[src/rtl/tdm_demux_1x4_pkg.sv]
// Shared TDM definitions: FSM state encoding, default geometry and clog2 helper.
// Also intended for use by the tdm_mux transmitter.
package tdm_demux_1x4_pkg;

    localparam int TDM_WIDTH = 8;
    localparam int TDM_LANES = 4;

    typedef enum logic {
        S_IDLE    = 1'b0,
        S_COLLECT = 1'b1
    } state_e;

    function automatic int clog2(input int n);
        int r;
        int v;
        r = 0;
        v = n - 1;
        while (v > 0) begin
            r = r + 1;
            v = v >> 1;
        end
        return r;
    endfunction

endpackage

[src/rtl/tdm_slot_decode.sv]
// Slot counter value plus write enable to one-hot lane enable.
// Feeds both the shadow-buffer writes and the lane_strobe register.
module tdm_slot_decode #(
    parameter int LANES = 4,
    parameter int CW    = 2
) (
    input  logic [CW-1:0]    slot_i,
    input  logic             we_i,
    output logic [LANES-1:0] onehot_o
);

    for (genvar gi = 0; gi < LANES; gi++) begin : g_lane
        assign onehot_o[gi] = we_i && (slot_i == CW'(gi));
    end

endmodule

[src/rtl/tdm_demux_1x4.sv]
// Receive-side TDM demultiplexer: serial samples framed by a slot-0 marker into LANES lanes.
// Optional odd-parity checking is enabled with TDM_DEMUX_PARITY_EN.
module tdm_demux_1x4
    import tdm_demux_1x4_pkg::*;
#(
    parameter int WIDTH = TDM_WIDTH,
    parameter int LANES = TDM_LANES
) (
    input  logic                   clk,
    input  logic                   rst_n,
    input  logic [WIDTH-1:0]       din,
    input  logic                   din_valid,
    input  logic                   frame_start,
    output logic [LANES*WIDTH-1:0] dout,
    output logic                   dout_valid,
    output logic [LANES-1:0]       lane_strobe,
    output logic                   frame_err
`ifdef TDM_DEMUX_PARITY_EN
    ,
    input  logic                   din_par,
    output logic                   par_err
`endif
);

    localparam int            CW   = clog2(LANES);
    localparam logic [CW-1:0] LAST = CW'(LANES - 1);

    state_e                 state_q;
    logic [CW-1:0]          slot_cnt_q;
    logic [WIDTH-1:0]       shadow_q [LANES-1];
    logic [LANES*WIDTH-1:0] dout_q;
    logic                   dout_valid_q;
    logic [LANES-1:0]       lane_strobe_q;
    logic                   frame_err_q;

    logic                   wr_en;
    logic [CW-1:0]          wr_slot;
    logic                   restart;
    logic                   complete;
    logic [LANES-1:0]       wr_onehot;
    logic                   deliver;

    // Slot selection: a start (from IDLE) or a restart always targets slot 0.
    always_comb begin
        wr_en    = 1'b0;
        wr_slot  = '0;
        restart  = 1'b0;
        complete = 1'b0;
        if (din_valid) begin
            case (state_q)
                S_IDLE: wr_en = frame_start;
                S_COLLECT: begin
                    wr_en = 1'b1;
                    if (frame_start) begin
                        restart = 1'b1;
                    end else begin
                        wr_slot  = slot_cnt_q;
                        complete = (slot_cnt_q == LAST);
                    end
                end
                default: wr_en = 1'b0;
            endcase
        end
    end

    tdm_slot_decode #(
        .LANES (LANES),
        .CW    (CW)
    ) u_slot_decode (
        .slot_i   (wr_slot),
        .we_i     (wr_en),
        .onehot_o (wr_onehot)
    );

`ifdef TDM_DEMUX_PARITY_EN
    logic par_bad;
    logic bad_q;
    logic par_err_q;

    assign par_bad = wr_en && !(^{din, din_par});
    assign deliver = !(bad_q || par_bad);
    assign par_err = par_err_q;

    // A bad mark lives for one frame attempt; any slot-0 write starts it afresh.
    always_ff @(posedge clk or negedge rst_n) begin
        if (!rst_n) begin
            bad_q     <= 1'b0;
            par_err_q <= 1'b0;
        end else begin
            par_err_q <= par_bad;
            if (wr_en) begin
                bad_q <= (wr_slot == '0) ? par_bad : (bad_q || par_bad);
            end
        end
    end
`else
    assign deliver = 1'b1;
`endif

    always_ff @(posedge clk or negedge rst_n) begin
        if (!rst_n) begin
            state_q       <= S_IDLE;
            slot_cnt_q    <= '0;
            dout_q        <= '0;
            dout_valid_q  <= 1'b0;
            lane_strobe_q <= '0;
            frame_err_q   <= 1'b0;
            for (int i = 0; i < LANES - 1; i++) begin
                shadow_q[i] <= '0;
            end
        end else begin
            lane_strobe_q <= wr_onehot;
            frame_err_q   <= restart;
            dout_valid_q  <= 1'b0;
            for (int i = 0; i < LANES - 1; i++) begin
                if (wr_onehot[i]) begin
                    shadow_q[i] <= din;
                end
            end
            if (wr_en) begin
                if (complete) begin
                    state_q    <= S_IDLE;
                    slot_cnt_q <= '0;
                    if (deliver) begin
                        // The last slot bypasses the shadow buffer straight into dout.
                        for (int i = 0; i < LANES - 1; i++) begin
                            dout_q[i*WIDTH +: WIDTH] <= shadow_q[i];
                        end
                        dout_q[(LANES-1)*WIDTH +: WIDTH] <= din;
                        dout_valid_q <= 1'b1;
                    end
                end else begin
                    state_q    <= S_COLLECT;
                    slot_cnt_q <= wr_slot + 1'b1;
                end
            end
        end
    end

    assign dout        = dout_q;
    assign dout_valid  = dout_valid_q;
    assign lane_strobe = lane_strobe_q;
    assign frame_err   = frame_err_q;

endmodule
[config.mk]
export PLATFORM = sky130hd
export DESIGN_NAME = tdm_demux_1x4
export DESIGN_NICKNAME = d
export VERILOG_FILES = /design/src/rtl/tdm_demux_1x4_pkg.sv /design/src/rtl/tdm_slot_decode.sv /design/src/rtl/tdm_demux_1x4.sv
export SDC_FILE = /design/constraint.sdc
export NUM_CORES = 1
export LEC_CHECK = 0
export BUFFER_PORTS_ARGS = -buffer_cell sky130_fd_sc_hd__buf_2
export CAP_MARGIN = 15
export CORE_MARGIN = 3
export CORE_UTILIZATION = 55
export CTS_BUF_LIST = sky130_fd_sc_hd__clkbuf_4
export DETAILED_ROUTE_END_ITERATION = 10
export PLACE_DENSITY = 0.77
export SYNTH_ARGS = -nofsm -noshare
export SYNTH_HDL_FRONTEND = slang
export SYNTH_HIERARCHICAL = 1
export SYNTH_SLANG_ARGS = --single-unit
[constraint.sdc]
create_clock -name clk -period 3 [get_ports clk]
set_clock_uncertainty 0.2 [all_clocks]
set_input_delay 0.75 -clock clk [delete_from_list [all_inputs] [get_ports clk]]
set_output_delay 0.75 -clock clk [all_outputs]
set_load 0.05 [all_outputs]
==> summary.md <==
| Metric | Value |
|---|---|
| GRT Total Usage | `between 10% and 20%` |
| Most frequent cells in the layout | `65 x dfrtp_1, 49 x buf_2, 37 x mux2_2` |
| Crit start category | `flop` |
| Worst endpoint required time | `3060 ps` |
| DPL Wire Length | `3.15 mm` |
| Final setup fails | `0` |
| Clk_lat worst skew | `380 ps` |
| Wire per inst | `17.0 um` |
| CTS H-Tree Depth | `3` |
| Iter 0 DRT Violations | `90` |
| Reg2reg path depth | `4` |
| P per Cell Area | `1150 nW/um^2` |
| Crit Path Max Fanout | `9` |
| Outcome | `finished, final reports clean` |
| Design Area, Final | `between 2000 and 3000 sq um` |
| Final #Nets | `214` |
| Post-CTS Setup Bufs | `0` |
| Synth Flop Type | `dfrtp_1` |
| Mapped Area | `2540 sq um` |
| Core Box Area | `4410 sq um` |
| Final worst path period share | `75.3%` |
| Pleak | `1.44 nW` |
| IO buf count | `between 40 and 50` |
| Ant. Diodes | `0` |
| Number of synthesized flops with an enable pin | `0` |
| Residual DRC count | `0` |
| Netlist cell types | `19` |
| Worst vdd ir | `622 uV` |
| P&R area growth vs syn | `15.3%` |
| Synth Area in Compound Gates | `under 10%` |
| Post-CTS Hold Buffers | `0` |
| Synthesized area per cell | `17.5 sq um` |
| Fin. Hold Viols | `0` |
| Slew @ Worst Pin | `701 ps` |
| Fin. max-slew vios | `0` |
| Arr. time, crit path | `2320 ps` |
| Asr flop ratio synth | `100%` |
| MaxCap Viol Count | `0` |
| Final min period | `2260 ps` |
| R2r endpoint | `shadow_q[10]` |
| Proportion of synthesized area in mux cells | `27.6%` |
| Share of layout cells above drive strength 1 | `just over 60%` |
| Routed vias | `1382` |
| Placed inst area | `2830 sq um` |
| Final setup margin | `741 ps` |
| Worst setup EP type | `flop` |
| Total power | `3.38 mW` |
| Register area share after synthesis | `approximately 64%` |
| PostCTS Resize Cnt | `0` |
| Row count | `24` |
| Via density | `between 5 and 6` |
| CTS Buf Count | `9` |
| RSZ-0062 raised after global routing | `false` |
| Clk slew on worst S/H paths | `90 ps` |
| Die height | `between 70 and 80 um` |
| Vias in the first global route | `between 1000 and 1500` |
| Die W | `between 70 and 80 um` |
| Total grt overflow | `0` |
| Min-Delay Path Class | `input port to async pin` |
| Setup crit start | `slot_cnt_q[0]` |
| Initial DRT Pass Iterations | `4` |
| Commonest non-fill, non-tap cell in the layout | `dfrtp_1` |
| Root buffer cell | `clkbuf_4` |
| Worst Path Class, Setup | `flop to flop` |
| CTS tree | `yes` |
| Top achievable clock speed | `443 MHz` |
| Max-slew headroom | `53.2%` |
| Simple-gate share of the synthesized area | `4.14%` |
| Largest net degree at the start of global routing | `37` |
| Warnings from Yosys | `6` |
| Final setup TNS | `0 ps` |
| Initial Util | `between 50% and 60%` |
| Routed Antenna Nets | `0` |
| CTS Buffer Depth | `2` |
| Initial antenna violation count | `0` |
| DP Worst Slack | `486 ps` |
| Synth Net Count | `157` |
| Largest family of logic cells by synthesized area | `multiplexers` |
| Worst flop-to-flop path startpoint | `slot_cnt_q[0]` |
| Hold_ws | `208 ps` |
| Adder-cell share of the synthesized area | `0%` |
| TritonCTS Sinks | `65` |
| Die footprint | `5470 sq um` |
| First-pass GRT wire length | `7.20 mm` |
| Top Ports | `50` |
| GP Congestion | `0.770` |
| Register bit total from synthesis | `65` |
| Reg2reg setup slack | `740 ps` |
| Routed WL | `4.36 mm` |
| Synth Instances | `145` |
| Synth Area in XOR/XNOR | `0%` |
logic make-up (layout without fill, tap and decap cells):
family,Yosys count,in the layout
DFF,65,65
muxes,56,56
and+or+nand+nor,12,12
buffers and inverters,7,67
AOI/OAI and AO/OA,5,5
power breakdown:
group / leakage (nW) / internal, mW / total (mW) / switching, mW
clock network: 0.0637 / 0.199 / 0.463 / 0.264
logic: 0.577 / 0.513 / 1.50 / 0.984
registers: 0.797 / 1.23 / 1.42 / 0.194
total: 1.44 / 1.94 / 3.38 / 1.44
sequential cells by signal, summed over array words and instances, names as in the netlist:
signal / flops
shadow_q: 24
frame_err: 1
state_q: 1
slot_cnt_q: 2
dout_valid: 1
dout: 32
lane_strobe: 4
how the worst max path moves through the flow:
stage	end	cells past startpoint
CTS	shadow_q[10]	4
global placement	shadow_q[10]	4
floorplan	shadow_q[0]	4
finish	shadow_q[10]	4
detailed placement	shadow_q[14]	4
global route	shadow_q[14]	4
layer usage:
metal	global-route usage, %	vias to the layer above	wire length (um)
met3	3.92	8	163
met1	23.1	711	1860
met2	28.8	30	2250
met5	0	-	0
li1	-	633	-
met4	9.66	0	85
cell usage after synthesis (2+ instances only):
| cell | instances | share of area, % |
|---|---|---|
| buf_12 | 2 | 1.6 |
| mux2_4 | 19 | 11 |
| and3_2 | 2 | 0.59 |
| nand2_1 | 2 | 0.30 |
| dfrtp_1 | 65 | 64 |
| mux2_2 | 37 | 16 |
| o21a_1 | 3 | 0.89 |
| clkbuf_1 | 3 | 0.44 |
| and3b_1 | 2 | 0.69 |
cell type report:
cell class,instances,area [sq um]
sequential,65,1630
fill,322,1490
multi-input combinational,73,847
timing repair buffer,51,273
clock buffer,13,97.6
tap,52,65.1
inverter,2,15.0
clock inverter,1,5.00
through the flow:
stage	instances	util [%]
finish	257	66.4
global route	257	66.4
CTS	257	66.4
detailed placement	243	64.0
global placement	243	64.0
floorplan	145	-
critical path, stage by stage (launching register included):
cell and delay [ps]:
dfrtp_1 520, nand2_1 120, nor3b_1 400, and3b_1 510, mux2_2 390
No activity file was read; power rests on OpenSTA's default activity.
